$ cat src/rtl/adder_arbiter.sv
// Round-robin arbiter sharing one adder among NREQ requesters.
// Define ADDER_ARB_OVF_EN to add the registered signed-overflow flag resp_ovf.
module adder_arbiter #(
  parameter int WIDTH = 32,
  parameter int NREQ  = 3
) (
  input  logic                    clk,
  input  logic                    rst_n,
  input  logic [NREQ-1:0]         req_valid,
  input  logic [NREQ*WIDTH-1:0]   req_a,
  input  logic [NREQ*WIDTH-1:0]   req_b,
  output logic [NREQ-1:0]         req_ready,
  output logic                    resp_valid,
  output logic [1:0]              resp_id,
  output logic [WIDTH-1:0]        resp_data,
`ifdef ADDER_ARB_OVF_EN
  output logic                    resp_ovf,
`endif
  input  logic                    resp_ready
);

  localparam logic [0:0] IDLE = 1'b0;
  localparam logic [0:0] HOLD = 1'b1;

  logic [0:0]       state;
  logic [1:0]       ptr;
  logic [1:0]       ptr_nxt;
  logic             issue_en;
  logic [2:0]       cand;
  logic             win_any;
  logic [1:0]       win_id;
  logic [NREQ-1:0]  win_oh;
  logic             grant;
  logic [WIDTH-1:0] sel_a;
  logic [WIDTH-1:0] sel_b;
  logic [WIDTH-1:0] sum;

  // A new sum may issue when the result register is empty or drains now.
  always_comb begin
    issue_en = (state == IDLE) || resp_ready;
  end

  always_comb begin
    cand    = '0;
    win_any = 1'b0;
    win_id  = '0;
    win_oh  = '0;
    for (int k = 0; k < NREQ; k++) begin
      cand = {1'b0, ptr} + 3'(k);
      if (cand >= 3'(NREQ)) begin
        cand = cand - 3'(NREQ);
      end
      if (!win_any && req_valid[cand[1:0]]) begin
        win_any             = 1'b1;
        win_id              = cand[1:0];
        win_oh[cand[1:0]]   = 1'b1;
      end
    end
  end

  always_comb begin
    ptr_nxt = (win_id == 2'(NREQ-1)) ? 2'd0 : win_id + 2'd1;
  end

  // Reset must hold the grant low even though the state already reads IDLE.
  always_comb begin
    grant     = rst_n && issue_en && win_any;
    req_ready = grant ? win_oh : '0;
  end

  always_comb begin
    sel_a = '0;
    sel_b = '0;
    for (int i = 0; i < NREQ; i++) begin
      if (win_oh[i]) begin
        sel_a = req_a[i*WIDTH +: WIDTH];
        sel_b = req_b[i*WIDTH +: WIDTH];
      end
    end
    sum = sel_a + sel_b;
  end

  always_ff @(posedge clk or negedge rst_n) begin
    if (!rst_n) begin
      state     <= IDLE;
      ptr       <= '0;
      resp_id   <= '0;
      resp_data <= '0;
    end else if (grant) begin
      state     <= HOLD;
      ptr       <= ptr_nxt;
      resp_id   <= win_id;
      resp_data <= sum;
    end else if (resp_ready) begin
      state     <= IDLE;
    end
  end

  assign resp_valid = (state == HOLD);

`ifdef ADDER_ARB_OVF_EN
  logic ovf_nxt;

  always_comb begin
    ovf_nxt = (sel_a[WIDTH-1] == sel_b[WIDTH-1]) &&
              (sum[WIDTH-1] != sel_a[WIDTH-1]);
  end

  always_ff @(posedge clk or negedge rst_n) begin
    if (!rst_n) begin
      resp_ovf <= 1'b0;
    end else if (grant) begin
      resp_ovf <= ovf_nxt;
    end
  end
`endif

endmodule

$ cat config.mk
export PLATFORM = sky130hd
export DESIGN_NAME = adder_arbiter
export DESIGN_NICKNAME = d
export VERILOG_FILES = /design/src/rtl/adder_arbiter.sv
export SDC_FILE = /design/constraint.sdc
export NUM_CORES = 1
export LEC_CHECK = 0
export BUFFER_PORTS_ARGS = -buffer_cell sky130_fd_sc_hd__buf_2
export CORE_MARGIN = 4
export CORE_UTILIZATION = 43
export DETAILED_ROUTE_END_ITERATION = 8
export PLACE_DENSITY = 0.79
export REMOVE_ABC_BUFFERS = 1
export SYNTH_ARGS = -nofsm -noshare
export SYNTH_HDL_FRONTEND = slang
export SYNTH_SLANG_ARGS = --single-unit
$ cat constraint.sdc
create_clock -name clk -period 4.1 [get_ports clk]
set_input_delay 0.205 -clock clk [delete_from_list [all_inputs] [get_ports clk]]
set_output_delay 0.205 -clock clk [all_outputs]
set_load 0.005 [all_outputs]
==> results.txt <==
----------------------------------------------------
[Floorplan]
  Die width ... around 110 um
  Die outline height ... between 100 and 150 um
  Die ar. ... 12600 um2
  Starting Density ... 0.447
  FP Rows ... 37
  CORE AREA ... around 10000 um2
  # IOs ... about 240

[Route]
  First-pass iteration count of the detailed router ... 4
  Violation count after the first detailed-routing iteration ... roughly 390
  Routed WL per cell ... about 16 um
  Via count ... between 6000 and 7000
  Number of remaining DRC errors ... 0
  Aggregate routed wire length ... about 18000 um
  Number of nets still failing antenna checks after routing ... 0
  Routed vias/inst ... ~5.5

[Place]
  Number of I/O port buffers ... 235
  Cells after DPL ... 1094
  Post-DP HPWL ... roughly 12000 um
  Routability congestion estimate from global placement ... slightly below 0.9
  Setup Slack @ Placement ... -0.479 ns

[Clocking]
  Number of clock buffers inserted by TritonCTS ... 5
  Number of buffers between clock root and the deepest sink ... 2
  Root Buffer Master ... clkbuf_8
  CTS HTree Levels ... 2
  CTS tree ... built
  Clock sink count ... 37
  Latest clock arrival within the worst-skew pair ... 0.29 ns
  Clock-pin slew on the worst setup and hold paths ... 0.09 ns

[GRT]
  First-pass GRT wire length ... between 20000 and 30000 um
  Total overflow reported by the global router ... 0
  Largest net degree at the start of global routing ... slightly above 40
  Initial antenna violation count ... 0
  GR Util All Layers ... 0.258
  Number of global-route vias before repair ... 6067

[Finish]
  Cell Count, Final, Fillers Out ... ~1100
  Signed area change from the synthesized netlist to the final layout ... 63.3%
  # fillers ... approximately 840
  Finished Core Util ... 0.730
  Antenna diode instance count ... 0
  Combined area of the multi-input logic cells ... roughly 4000 um2
  Reg area ... just over 900 um2
  Number of nets in the layout ... between 1000 and 1500
  Share of layout cells above drive strength 1 ... 0.458

[Setup path]
  Reg-to-Reg Start ... ptr[1]
  Setup crit start kind ... flip-flop
  Endpoint class of the critical path ... flip-flop
  CP Max Fanout ... 7
  Setup crit end ... resp_data[30]
  Worst r2r path cells ... 24
  Worst Path Arrival ... 4.56 ns
  Capture point of the worst reg-to-reg path ... resp_data[30]
  Worst reg-to-reg setup slack ... -0.29 ns
  WS Path Type ... reg -> reg
  Worst endpoint required time ... ~4.3 ns
  Launching element of the worst setup path ... ptr[1]

[Logic synthesis]
  Top cell type by total area after synthesis ... dfrtp_1
  Top FF cell, synth ... dfrtp_1
  Simple-gate area share of the yosys netlist ... 0.269
  Post-Synth XOR/XNOR Area ... 0.0506
  Dominant combinational cell family by area after synthesis ... compound AO/OA/AOI/OAI gates
  Synth area leaders ... dfrtp_1 20%, nand2_1 10%, a21oi_1 9.7%
  Adder and majority gate portion of the synthesized area ... 0.0979
  Share of the synthesized area in the top cell type ... 0.198
  Number of enable flip-flop cells after synthesis ... 0
  Combined area of all synthesized cells ... around 4700 um2
  Most frequent cells after synthesis ... 126 x nand2_1, 91 x a21oi_1, 64 x and3_1
  Synthesis Warnings ... 0
  Most instantiated library cell after synthesis ... nand2_1
  Share of cell area taken by muxes after synthesis ... 0.0203
  Count of state elements after synthesis ... 37
  Synth Area in Compound Gates ... 0.313
  Gate count of the mapped netlist ... 680
  Syn_area_per_cell ... about 6.9 um2
  Sequential area share after synthesis ... 0.198
  Synth async-reset ratio ... 1.00
  Number of different library cells in the post-synthesis netlist ... 57

[Run status]
  Status ... finished, violations left
  Violated checks ... setup timing

[Timing]
  Crit path setup slack, layout ... -0.289 ns
  Worst Skew ... 0.0106 ns
  Total negative setup slack ... -2.48 ns
  Final Cycle Share ... 1.07
  Setup repair after global routing missed its margin ... true
  Worst Tran Pin Value ... 0.596 ns
  Fmax achieved ... between 200 and 250 MHz
  Total setup violations reported at the end of the flow ... 19
  Post-route minimum period ... 4.39 ns
  Final Hold Viols ... 0
  Worst-case headroom to the max-slew limit ... 0.600
  Pins Over Slew Limit ... 0

[Job]
  Max_cap viols ... 0

[Worst hold path]
  Class of the tightest hold or removal check ... in -> reg

----------------------------------------------------
## flip-flops by register name, summed over array words and instances, names as in the netlist
register    cells
ptr             2
resp_id         2
resp_valid      1
resp_data      32
## layout by cell type, fill, tap and decap left out, types with 3 or more instances in the layout
cell	n
nand3_1	6
o21ai_0	19
nand4_1	5
nand2b_1	4
o21ai_4	3
o21ai_1	74
a31oi_1	3
buf_2	235
buf_6	5
a31oi_4	3
o21a_1	6
buf_4	115
o21ai_2	5
clkbuf_8	5
inv_1	6
ha_4	5
a211oi_2	3
and3_1	62
nor3_1	6
a21oi_2	12
dfrtp_1	36
xor2_1	13
a21oi_4	3
xnor2_1	12
nor2b_1	3
nand2_1	124
a21o_1	16
nor2_1	24
ha_1	29
a21oi_1	76
mux2i_2	3
buf_12	11
## cell type report
type                            count  share of cell area
Sequential cell                    37               0.121
Timing Repair Buffer              372               0.320
Inverter                            9             0.00475
Multi-Input combinational cell    586               0.521
Tap cell                          136              0.0223
Clock buffer                        5             0.00901
Clock inverter                      3             0.00229
## cells by family (layout without fill, tap and decap cells)
kind of cell | after synthesis | count (layout)
flip-flops | 37 | 37
buffers and inverters | 59 | 389
AND/OR/NAND/NOR | 261 | 262
AO/OA/AOI/OAI | 251 | 252
multiplexers | 9 | 9
adder cells (fa/ha/maj) | 36 | 36
XOR/XNOR | 27 | 27
## what timing repair did
item / in CTS / in global routing
endpoints found under the hold margin: 37 / 0
hold buffers: 1 / 0
resized for setup: 75 / 44
cloned: 4 / 2
setup endpoints to repair: 20 / 29
setup buffers: 31 / 9
pin swaps: 24 / 25
## worst min-delay path by stage
stage / from / endpoint / slack [ns] / cells after the start
3_3_place_gp: rst_n / resp_valid / 0.30 / 2
5_1_grt: resp_ready / resp_valid / 0.37 / 3
6_report: resp_ready / resp_valid / 0.37 / 3
2_1_floorplan: rst_n / ptr[0] / -0.09 / 0
4_1_cts: resp_ready / resp_valid / 0.28 / 3
3_5_place_dp: rst_n / resp_valid / 0.30 / 2
## routing by layer
metal / routed length (um) / vias up / global-route usage
li1: - / 3107 / -
met1: 7300 / 2919 / 0.310
met2: 9130 / 224 / 0.474
met3: 1170 / 34 / 0.0447
met4: 394 / 0 / 0.0681
met5: 0 / - / 0
## through the flow
step                area (um2)  hold slack [ns]
finish                    7640            0.370
global route              7640            0.373
CTS                       7380            0.281
detailed placement        6650            0.301
global placement          6650            0.297
floorplan                 4470          -0.0906
## worst max-delay path: stages, from the launching register on
cell	delay, ns
dfrtp_1	0.41
inv_2	0.09
ha_4	0.19
mux2i_2	0.27
o22ai_2	0.13
or3b_4	0.40
a31oi_4	0.16
buf_12	0.15
buf_12	0.12
buf_8	0.10
and3_4	0.18
a21oi_2	0.04
o21ai_1	0.17
ha_1	0.31
a21oi_2	0.18
o22ai_1	0.11
a211oi_2	0.17
buf_4	0.16
o21ai_4	0.05
a21o_1	0.22
a211oi_2	0.20
buf_4	0.16
a21oi_4	0.07
xnor2_2	0.14
o21ai_1	0.07
Power is not shown: default switching activity piles up to over one toggle a cycle in this logic, so the estimate is an artifact.
